<file path="config.mk">
export PLATFORM = sky130hd
export DESIGN_NAME = nt_level_driver
export DESIGN_NICKNAME = d
export VERILOG_FILES = /design/src/rtl/nt_level_driver.sv
export SDC_FILE = /design/constraint.sdc
export NUM_CORES = 1
export LEC_CHECK = 0
export CAP_MARGIN = 20
export CORE_ASPECT_RATIO = 0.7
export CORE_MARGIN = 1
export CORE_UTILIZATION = 50
export CTS_BUF_LIST = sky130_fd_sc_hd__clkbuf_4
export CTS_CLUSTER_SIZE = 40
export DETAILED_ROUTE_END_ITERATION = 12
export PLACE_DENSITY_LB_ADDON = 0.25
export SLEW_MARGIN = 20
export SYNTH_ARGS = -nofsm -noshare
export SYNTH_HDL_FRONTEND = slang
export SYNTH_SLANG_ARGS = --single-unit
</file>
<file path="constraint.sdc">
create_clock -name clk -period 2.9 [get_ports clk]
set_input_delay 0.58 -clock clk [delete_from_list [all_inputs] [get_ports clk]]
set_output_delay 0.58 -clock clk [all_outputs]
set_load 0.005 [all_outputs]
</file>
<file path="src/rtl/nt_level_driver.sv">
// nt_level_driver: drives an external neurotransmitter resource towards a
// requested level by issuing registered inc/dec/fast step commands, with
// one EVAL cycle after every command to observe the updated level.
module nt_level_driver #(
  parameter int N         = 7,
  parameter int FAST_STEP = 3,
  parameter int MAX_STEPS = 64
) (
  input  logic         clk,
  input  logic         rst_n,
  input  logic         target_valid,
  input  logic [N-1:0] target,
  output logic         target_ready,
  input  logic [N-1:0] current,
  input  logic         abort,
  output logic         inc,
  output logic         dec,
  output logic         fast,
  output logic         busy,
  output logic         done,
  output logic         error
);

  localparam int CW = $clog2(MAX_STEPS + 1);

  localparam logic [1:0] IDLE = 2'd0;
  localparam logic [1:0] EVAL = 2'd1;
  localparam logic [1:0] STEP = 2'd2;

  localparam logic [CW-1:0] MAX_C  = CW'(MAX_STEPS);
  localparam logic [N:0]    FAST_W = (N + 1)'(FAST_STEP);

  logic [1:0]        state;
  logic [N-1:0]      target_latched;
  logic [CW-1:0]     step_cnt;
  logic signed [N:0] diff;
  logic [N:0]        diff_abs;

  // Signed distance from the observed level to the latched target
  always_comb begin
    diff     = $signed({1'b0, target_latched}) - $signed({1'b0, current});
    diff_abs = diff[N] ? $unsigned(-diff) : $unsigned(diff);
  end

  assign target_ready = (state == IDLE) && rst_n;
  assign busy         = (state == EVAL) || (state == STEP);

  // Request FSM with registered step commands and status pulses
  always_ff @(posedge clk) begin
    if (!rst_n) begin
      state          <= IDLE;
      target_latched <= '0;
      step_cnt       <= '0;
      inc            <= 1'b0;
      dec            <= 1'b0;
      fast           <= 1'b0;
      done           <= 1'b0;
      error          <= 1'b0;
    end else begin
      // Commands and pulses last a single cycle unless re-asserted below
      inc   <= 1'b0;
      dec   <= 1'b0;
      fast  <= 1'b0;
      done  <= 1'b0;
      error <= 1'b0;
      case (state)
        IDLE: begin
          if (target_valid) begin
            target_latched <= target;
            step_cnt       <= '0;
            state          <= EVAL;
          end
        end
        EVAL: begin
          if (abort) begin
            state <= IDLE;
          end else if (diff == '0) begin
            done  <= 1'b1;
            state <= IDLE;
          end else if (step_cnt == MAX_C) begin
            error <= 1'b1;
            state <= IDLE;
          end else begin
            inc   <= ~diff[N];
            dec   <= diff[N];
            fast  <= (diff_abs >= FAST_W);
            if (step_cnt != MAX_C) step_cnt <= step_cnt + 1'b1;
            state <= STEP;
          end
        end
        STEP: begin
          state <= abort ? IDLE : EVAL;
        end
        default: begin
          state <= IDLE;
        end
      endcase
    end
  end

endmodule
</file>
Word level (Yosys, flattened, before mapping)
Index checks and enable logic that the tools add are counted.

Add/sub/neg operators: 3. Order comparisons: 1. Equality and inequality tests: 9. Mux-type cells: 15. Bitwise gates (word level): 3. Reduce and logical (&&, ||, !) cells: 10.

Operators by type and width (number): 7-bit 2-to-1 mux (5); 7-bit case mux with 2 select lines (1); 8-bit by 2-bit >= comparator with 1-bit output, second input constant (1); 8-bit zero test (1); 2-bit 2-to-1 mux (4); 8-bit 2-to-1 mux (1); 2-bit inequality test, second input constant (4); 8-bit negator (1); 7-bit by 7-bit subtractor with 8-bit output (1); 7-bit by 1-bit adder with 7-bit output, second input constant (1); 7-bit equality test, second input constant (1); 7-bit inequality test, second input constant (1); 2-bit case mux with 3 select lines (1); 6-bit AND reduction (1); 5-bit OR reduction (1); 4-bit OR reduction (1); 1-bit 2-to-1 mux (3); 1-bit NOT (3); 3-bit OR reduction (1); 2-bit by 1-bit equality test with 1-bit output, second input constant (1); 2-bit equality test, second input constant (1); 2-bit zero test (1); 2-bit by 1-bit inequality test with 1-bit output, second input constant (1); 2-bit AND reduction (1); other kinds (3) (3).

Register bits: 21. Bits of input ports: 18. Output and inout port bits: 7. Word-level logic and storage cells: 49.

Longest topological paths before layout
Depth after elaboration: 6. Gate-level depth with buffers: 11. Depth with buffers taken out: 11.

Least setup slack after synthesis
Ideal clock, no wire load.

Path type: input port to flip-flop. From: input port current[0]. To: register fast. Library setup time: 0.122 ns. Data arrival time: 2.562 ns. Required time: 2.778 ns. Slack: 0.216 ns. Cell stages on the path: 9. Cell sequence: ha_1 inv_1 fa_1 a211o_1 a2111oi_2 nand3b_2 o21a_1 a32oi_1 o311a_1.

Cells in the longest elaborated chain, start to end: 4. Elaborated cells between the ends (all ways): 6. Those cells by class: 2 x add/sub; 1 x order compare; 1 x mux; 2 x reduce/logical.

Ends and longest elaborated chain: start, declared (RTL line 14) `input logic [N-1:0] current,`; 7-bit by 7-bit subtractor with 8-bit output * (RTL line 41) `diff = $signed({1'b0, target_latched}) - $signed({1'b0, current});`; 8-bit negator (RTL line 42) `diff_abs = diff[N] ? $unsigned(-diff) : $unsigned(diff);`; 8-bit 2-to-1 mux (RTL line 42); 8-bit by 2-bit >= comparator with 1-bit output (RTL line 86) `fast <= (diff_abs >= FAST_W);`; end signal, assigned (RTL line 86); end, declared (RTL line 18) `output logic fast,`.

Mark *: on every way between the ends. The rest lies on a longest branch, timed or not. A chain may end at the register's enable or synchronous reset.

Final worst setup path
From: input port current[2]. To: register step_cnt[5].

Cells in the longest elaborated chain, start to end: 4.

Ends and longest elaborated chain: 7-bit by 7-bit subtractor with 8-bit output (RTL line 41); 8-bit zero test (RTL line 77) `end else if (diff == '0) begin`; 2-bit inequality test (no line); 6-bit AND reduction (no line); end signal, assigned (RTL line 87) `if (step_cnt != MAX_C) step_cnt <= step_cnt + 1'b1;`; end, declared (RTL line 35) `logic [CW-1:0] step_cnt;`.

No other way between the ends.

==> results by group <==
Outcome
  • Status: complete, no violations

Timing
  • Final min period: 2.76 ns
  • Final setup viols: 0
  • Slew Viols, Final: 0
  • Fin. Hold Viols: 0
  • Final worst setup slack: 0.142 ns
  • Max Clock Freq: 363 MHz
  • Final clock skew: 0.00976 ns
  • Slew @ Worst Pin: 0.698 ns
  • Worst slew margin: a little over half
  • Fin crit share: 95.1%

Clock tree
  • CTS buffer count: 3
  • Clk buf depth: 2
  • CTS tree: built
  • Clock transition at path regs: 0.13 ns
  • Clock latency at the later pin of the worst-skew pair: between 0.3 and 0.4 ns
  • Hold Buf Count CTS: 0
  • Root buf cell: clkbuf_4
  • Max H-tree Level: 1
  • CTS Sinks: 21

Floorplanning
  • Chip width: 69.9 microns
  • Die footprint: 3460 sq um
  • Die height: 49.5 microns
  • I/O pin total: 25
  • Site Rows: 16
  • Initial Utilization: 55.2%
  • Core Area: 2920 sq um

Detailed routing
  • DRC: 0
  • 1st-iter DRT viols: 103
  • Post-DRT Antenna Nets: 0
  • Pre-antenna DRT Iters: 4
  • Via-to-Cell Ratio: 5.83
  • Per-cell routed wire length: 14.7 microns
  • Final WL: 4090 microns
  • Via count: approximately 1600

Critical path
  • Crit Path Max Fanout: 6
  • FF-to-FF End: step_cnt[1]
  • CP peak stage delay: about 0.46 ns
  • Worst r2r src: target_latched[0]
  • Crit-path leading delay family: compound AO/OA/AOI/OAI gates
  • Crit-path slowest cell: clkdlybuf4s50_1
  • R2r setup slk: 0.27 ns
  • Worst setup path start: current[2]
  • Worst EP required: 3.10 ns
  • Worst Setup End Kind: register
  • CP bufs+invs: 4
  • CP Class: in -> reg
  • CP Data Arrival Time: 2.96 ns
  • Most frequent CP cell: buf_4
  • Critical path depth in cells: 11
  • Worst-path cell chain: clkdlybuf4s50_1 -> inv_1 -> ha_1 -> buf_4 -> o21ai_0 -> a21oi_1 -> o22ai_2 -> buf_4 -> o31ai_2 -> a31oi_1 -> mux2i_1
  • Crit path capture: step_cnt[5]
  • R2r worst-path depth: 11
  • Critical path launch point type: primary input

Synth
  • Seq cells post-synth: 21
  • Top FF cell, synth: dfxtp_1
  • Ys async rst share: 0%
  • Distinct cells, synth: between 50 and 60
  • Synth warnings: 0
  • Synth Cell Area: between 1500 and 2000 sq um
  • Post-synth EDFFs: 0
  • Syn_area_per_cell: 7.98 sq um
  • Cells after Synth: approximately 200
  • Mapped Nets: 235
  • Register area share after synthesis: 26.1%

Finish
  • Ant diodes: 0
  • Share of layout cells above drive strength 1: between 10% and 20%
  • Fin nets: 276
  • Commonest non-fill, non-tap cells in the layout: 23 x nand2_1, 23 x clkdlybuf4s50_1, 21 x dfxtp_1
  • Layout area overhead: 30.2%

Power and ir drop
  • VDD IR max: between 300 and 400 uV
  • LEAKAGE: 0.861 nW
  • PwrDens: 370 nW/um^2
  • Total Power: approximately 780 uW

Global routing
  • Vias in the first global route: 1459
  • GRT Total Usage: 23.9%
  • Remaining global-route overflow: 0
  • Initial antenna violation count: 0
  • Global-route wire length before repair: 6540 microns
  • Largest net degree at the start of global routing: 14

Place
  • Port Buffers: 24
  • DP HPWL: slightly above 3000 microns
  • Place WS: -0.369 ns
  • Global placer's final weighted congestion: 0.859

Job
  • MaxCap Viol Count: 0

Min path
  • Hold Path Class: reg -> reg
[area by class of cell]
class,instances,area [sq um]
clock buffers,3,22.5
repair buffers,41,370
flip-flops and latches,21,420
multi-input cells,159,1170
inverters,17,63.8
fillers,213,823
well taps,36,45.0
clock inverters,1,7.51
[repair_timing]
item	in CTS	in global routing
setup endpoints to repair	1	9
buffers inserted	2	1
resized for setup	3	11
pin swaps	3	8
[through the flow]
| step | hold slack (ns) | instance area (sq um) | utilization (%) | setup TNS, ns | instances |
|---|---|---|---|---|---|
| after floorplan | 0.436 | 1610 | - | 0 | 202 |
| after global placement | 0.455 | 1970 | 67.5 | -2.24 | 271 |
| after detailed placement | 0.463 | 1970 | 67.5 | -2.91 | 271 |
| after CTS | 0.481 | 2040 | 69.6 | 0 | 277 |
| after global routing | 0.509 | 2100 | 71.8 | -0.0000158 | 278 |
| final | 0.482 | 2100 | 71.8 | 0 | 278 |
[metal layers]
metal	global-route usage, %	vias to the layer above	share of wire (%)
li1	-	795	-
met1	33.0	765	47
met2	38.6	52	45
met3	5.32	10	5.9
met4	4.67	0	1.5
met5	0	-	0
[worst register-to-register path: stages (launching register included)]
cell and delay, ns:
dfxtp_1 0.34, inv_1 0.08, ha_2 0.18, inv_2 0.04
fa_2 0.38, buf_4 0.16, xnor2_2 0.13, nand2_1 0.07
o31a_1 0.34, or3_4 0.39, o21ai_4 0.20, mux2i_1 0.24
[synth_stat cells, drive strengths merged (2+ instances only)]
cell type | number | area (sq um)
nand2b | 7 | 43.8
nor2 | 16 | 60.1
a31oi | 2 | 12.5
nand2 | 23 | 86.3
a21oi | 16 | 80.1
o21ai | 9 | 48.8
o21a | 3 | 22.5
nor2b | 3 | 18.8
ha | 14 | 175
a221oi | 2 | 23.8
and2 | 3 | 18.8
nor3 | 7 | 40.0
and2b | 4 | 31.3
mux2i | 7 | 70.1
buf | 2 | 18.8
o211ai | 2 | 15.0
and3 | 3 | 20.0
or2b | 2 | 16.3
inv | 17 | 63.8
dfxtp | 21 | 420
clkbuf | 3 | 11.3
nor3b | 4 | 35.0
a211oi | 3 | 22.5
nand3 | 10 | 50.1
[state kept, by name, indices dropped and copies added (netlist names)]
signal	flops
target_latched	7
done	1
fast	1
inc	1
dec	1
step_cnt	7
state	2
error	1
[report_power, final]
part / total, mW / internal [mW] / leakage [nW] / switching [mW]
sequential: 0.307 / 0.299 / 0.171 / 0.00815
clock: 0.147 / 0.0526 / 0.0139 / 0.0943
combinational: 0.323 / 0.154 / 0.676 / 0.170
total: 0.777 / 0.505 / 0.861 / 0.272
[cell families after synthesis]
family	synth area share [%]
DFF	26.1
and+or+nand+nor	29.1
xor gates and xnor gates	1.55
buffers and inverters	5.82
adders and majority gates	12.1
muxes	5.04
AOI/OAI and AO/OA	20.3
[worst min path at each step]
| stage | startpoint | end | cells after the start |
|---|---|---|---|
| CTS | target_latched[4] | target_latched[4] | 2 |
| detailed placement | target_latched[4] | target_latched[4] | 2 |
| finish | target_latched[4] | target_latched[4] | 2 |
| global placement | target_latched[0] | target_latched[0] | 2 |
| global route | target_latched[4] | target_latched[4] | 2 |
| floorplan | target_latched[0] | target_latched[0] | 2 |
No activity file was read; power rests on OpenSTA's default activity.
==> RTL edit 1: new RTL, same settings <==
Change the parameter `MAX_STEPS` from 64 to 128.
--- a/src/rtl/nt_level_driver.sv
+++ b/src/rtl/nt_level_driver.sv
@@ -4,7 +4,7 @@
 module nt_level_driver #(
   parameter int N         = 7,
   parameter int FAST_STEP = 3,
-  parameter int MAX_STEPS = 64
+  parameter int MAX_STEPS = 128
 ) (
   input  logic         clk,
   input  logic         rst_n,
Behaviour: same outputs for any inputs over 10 cycles, from zero or initial values and one cycle with rst_n low; that may be too few to reach the edited logic, so the function may still have changed.
==> RTL edit 1 against the unedited design <==
Clock skew decreased by 0.0079 ns. Synthesized area fell by 6.4%. Wire length down 3.8%. Sequential cell count increased by 1. Worst hold slack lost 0.0071 ns. Power grew 0.58%. Setup slack got worse by 0.066 ns. Die area down 6.2%. Final cell count is 0.72% lower. Global-route usage rose by 1.7 points. First-iteration DRC count fell by 51%. Combinational power fell by 2%. Via count shrank 4.4%. Final area up 2.3%.
==> RTL edit 1: results (changes against the unedited design) <==
[run_status]
status=completed

[grt]
met1_usage_pct=29.8  ; -3.2 points
first_global_vias=1376  ; -5.7%
grtUsageMet3_pct=9.05  ; +3.7 points
grtUsageMet2_pct=45.1  ; +6.5 points

[cells_and_area]
seq_share_pct=20.5  ; +0.48 points
clkCellAreaFrac_pct=1.22  ; -0.21 points
n_all_inverters=16  ; -1
multi_input_area_sq_um=1060  ; -9.4%
nNonClkBuffers=59  ; +44%
nFillCells=182  ; -15%

[logic_synthesis]
ys_top_cells_by_area=dfxtp_1 29%, ha_1 12%, nand2_1 5.0%
synth_nets=215  ; -8.5%

[drt]
viasPerCell=5.62  ; -3.7%
vias=1550  ; -4.4%
wl_met1_microns=1700  ; -12%
wl_met2_microns=1870  ; +0.43%
post_drt_wl_per_cell_microns=14.2  ; -3.1%

[min_path]
hold_path_end=target_latched[6]

[clock_tree]
numClockSinks=22  ; +4.8%
postCtsSetupBuffers=5  ; +3
cts.repair.resized=6  ; +3

[place]
gp_congestion=0.888  ; +3.4%
dpl_cell_area_sq_um=2000  ; +1.4%

[pwr]
clockPowerShare_pct=18.7  ; -0.2 points
irDropWorstVdd_v=0.000242  ; -22%

[worst_setup_path]
cp-startpoint=current[0]
r2r_cells=12  ; +1
critPathSlowestCell=a211o_1

[timing]
finalClockSkew_ns=0.00184  ; -0.00792 ns

==> RTL edit 1: cell types whose count changed after synthesis, sizes merged, moves of 6 or more <==
cell,change
a21boi,+8
a21oi,-6
nand2b,-6
nor2,-7
nor2b,+8
nor3,-6
==> RTL edit 1: cells by family (layout without fill, tap and decap cells) <==
| logic type | Yosys count | count (layout) | synth area share, % |
|---|---|---|---|
| simple gates | 72 | 72 | 25.0 |
| fa+ha+maj | 15 | 15 | 12.9 |
| flops | 22 | 22 | 29.2 |
| xor+xnor | 4 | 4 | 2.32 |
| buf+inv | 21 | 79 | 5.72 |
| mux | 5 | 5 | 3.48 |
| compound gates | 43 | 43 | 21.3 |
==> RTL edit 1: through the flow <==
step	TNS [ns]	worst slack [ns]	power (mW)	hold WS, ns
global route	0	0.0109	0.831	0.516
floorplan	0	0.0249	0.479	0.443
CTS	0	0.0101	0.764	0.478
global placement	-3.51	-0.403	0.591	0.462
detailed placement	-4.80	-0.509	0.604	0.461
finish	0	0.0768	0.782	0.475
==> RTL edit 2: new RTL, config.mk and constraints unchanged <==
Without the edit above. Put one more register stage on the output `error`. The value now appears one clock later. The other outputs are not delayed to match.
--- a/src/rtl/nt_level_driver.sv
+++ b/src/rtl/nt_level_driver.sv
@@ -30,6 +30,8 @@
   localparam logic [CW-1:0] MAX_C  = CW'(MAX_STEPS);
   localparam logic [N:0]    FAST_W = (N + 1)'(FAST_STEP);
 
+  logic error_s0;
+
   logic [1:0]        state;
   logic [N-1:0]      target_latched;
   logic [CW-1:0]     step_cnt;
@@ -55,14 +57,14 @@
       dec            <= 1'b0;
       fast           <= 1'b0;
       done           <= 1'b0;
-      error          <= 1'b0;
+      error_s0       <= 1'b0;
     end else begin
       // Commands and pulses last a single cycle unless re-asserted below
       inc   <= 1'b0;
       dec   <= 1'b0;
       fast  <= 1'b0;
       done  <= 1'b0;
-      error <= 1'b0;
+      error_s0 <= 1'b0;
       case (state)
         IDLE: begin
           if (target_valid) begin
@@ -78,7 +80,7 @@
             done  <= 1'b1;
             state <= IDLE;
           end else if (step_cnt == MAX_C) begin
-            error <= 1'b1;
+            error_s0 <= 1'b1;
             state <= IDLE;
           end else begin
             inc   <= ~diff[N];
@@ -98,4 +100,8 @@
     end
   end
 
+  always_ff @(posedge clk) begin
+    error <= error_s0;
+  end
+
 endmodule
Function: no difference found for any inputs over 10 cycles, from zero or initial values and one cycle with rst_n low; that may be too few to reach the edited logic, so the function may still have changed.
==> RTL edit 2 against the unedited design <==
Sequential cell count up 1. Largest cell class unchanged. Via count grew 0.18%. Wire length up 0.78%. Setup slack worse by 0.052 ns. Power increased by 12%. Clock skew shrank 0.0063 ns. Synthesized area up 1.2%. Critical path type unchanged. Final area up 0.60%. Critical path depth down 1.
==> RTL edit 2: results (changes against the unedited design) <==
[run_status]
status=completed

[cells_and_area]
drive_above_1_share_pct=16.5  ; -2.1 points
diodes=0  ; unchanged
top_regs=step_cnt (7), target_latched (7), state (2)
nets=277  ; +0.36%

[place]
dp_hpwl_microns=3230  ; +4.1%
preCtsSetupSlack_ns=-0.390  ; -0.0210 ns
gp_congestion=0.879  ; +2.4%
dpl_cell_area_sq_um=2000  ; +1.4%
port_buffers=24  ; unchanged
dpl.cell_count=273  ; +0.74%

[worst_setup_path]
critPathSlowestCell=clkdlybuf4s50_1
path_max_fanout=4  ; -2
cp_data_arrival_time_ns=3.02  ; +0.06 ns
cpPeakStageDelay_ns=0.46  ; about the same

[clock_tree]
cts_root_buffer=clkbuf_4
clock_latency_ns=0.31  ; about the same
clock_path_buffers=2  ; unchanged
cts_buffers=3  ; unchanged
cts.clk_slew.worst_paths_ns=0.12
h-tree-depth=1  ; unchanged

[logic_synthesis]
synthAdderAreaFrac_pct=12.0  ; -0.15 points
synth-compound-area-share_pct=20.1  ; -0.25 points
synthDistinctLibCells=51  ; unchanged
synth_common_cells=23 x nand2_1, 22 x dfxtp_1, 17 x inv_1, 16 x a21oi_1, 16 x nor2_1
synthArstFlopShare_pct=0  ; unchanged
synth.avg_cell_area_sq_um=8.04  ; +0.74%
ys_seq_area_share_pct=27.0  ; +0.91 points
synth_nets=236  ; +0.43%
synth_xor_xnor_area_share_pct=1.53  ; -0.019 points
ys_top_cells_by_area=dfxtp_1 27%, ha_1 11%, nand2_1 5.3%
synthMuxAreaShare_pct=4.98  ; -0.062 points
synth_flop_cell=dfxtp_1
yosysWarnings=0  ; unchanged

[min_path]
min_path_type=flop to flop

[drt]
drt_iter0_markers=94  ; -8.7%
post_drt_wl_per_cell_microns=14.8  ; +0.42%
firstDrtPassIters=5  ; +1
viasPerCell=5.82  ; -0.17%
vias=1625  ; +0.18%

[grt]
track_usage_pct=25.0  ; +1.1 points
grt_pass1_wl_microns=7030  ; +7.5%
grt_max_degree=14  ; unchanged
antenna_found_initial=0  ; unchanged

[timing]
worst_pin_slew_ns=0.716  ; +0.0178 ns
finalClockSkew_ns=0.00351  ; -0.00625 ns
finalSetupViolations=0  ; unchanged

[pwr]
irDropWorstVdd_v=0.000254  ; -18%
leakage_nw=0.871  ; +1.2%

-- RTL edit 2: cell count changes after synthesis, sizes merged --
cell,unedited run,this run
dfxtp,21,22
-- RTL edit 2: area by class of cell --
class	instances	area (sq um)
well taps	36	45.0
clock buffers	3	22.5
inverters	17	63.8
flip-flops and latches	22	440
multi-input cells	159	1140
repair buffers	41	370
clock inverters	1	30.0
fillers	207	831
-- RTL edit 2: what timing repair did --
| item | CTS | global route |
|---|---|---|
| endpoints found under the hold margin | 0 | 0 |
| setup endpoints to repair | 3 | 6 |
| resized for setup | 2 | 7 |
| setup buffers | 0 | 2 |
| pin swaps | 3 | 6 |
-- RTL edit 2: routing by layer --
| layer | vias to the layer above | track usage [%] | wire (microns) | share of wire (%) |
|---|---|---|---|---|
| li1 | 794 | - | - | - |
| met1 | 759 | 30.9 | 1890 | 46 |
| met2 | 63 | 46.0 | 1940 | 47 |
| met3 | 9 | 4.50 | 250 | 6.1 |
| met4 | 0 | 3.67 | 43 | 1.0 |
| met5 | - | 0 | 0 | 0 |
-- RTL edit 2: final timing paths --
| kind | from | cells past startpoint | slack (ns) | end |
|---|---|---|---|---|
| worst min register to register | error_s0 | 0 | 0.34 | error |
| worst max-delay path | current[1] | 10 | 0.09 | fast |
| worst max register to register | target_latched[0] | 11 | 0.21 | fast |
| worst min-delay path | error_s0 | 0 | 0.34 | error |
-- RTL edit 2: power breakdown --
part | switching, mW | internal (mW) | total (mW)
sequential | 0.00767 | 0.313 | 0.320
combinational | 0.162 | 0.149 | 0.310
clock | 0.0967 | 0.140 | 0.237
-- RTL edit 2: through the flow --
stage	power, mW	utilization, %	TNS, ns
after global placement	0.597	68.0	-2.41
after detailed placement	0.611	68.0	-3.24
final	0.867	71.8	0
after floorplan	0.512	-	0
after global routing	0.915	71.8	0
after CTS	0.848	70.2	0
-- RTL edit 2: cell families (layout without fill, tap and decap cells) --
kind of cell,count (synthesis),in the layout
flip-flops,22,22
multiplexers,8,8
buffers and inverters,22,62
AO/OA/AOI/OAI,46,46
AND/OR/NAND/NOR,88,88
XOR/XNOR,2,2
adder cells (fa/ha/maj),15,15
-- RTL edit 2: worst max-delay path, delay by kind of cell --
family	cells	cell delay, ns
and+or+nand+nor	1	0.22
buffers and inverters	3	0.65
AOI/OAI and AO/OA	5	1.24
adders and majority gates	1	0.34
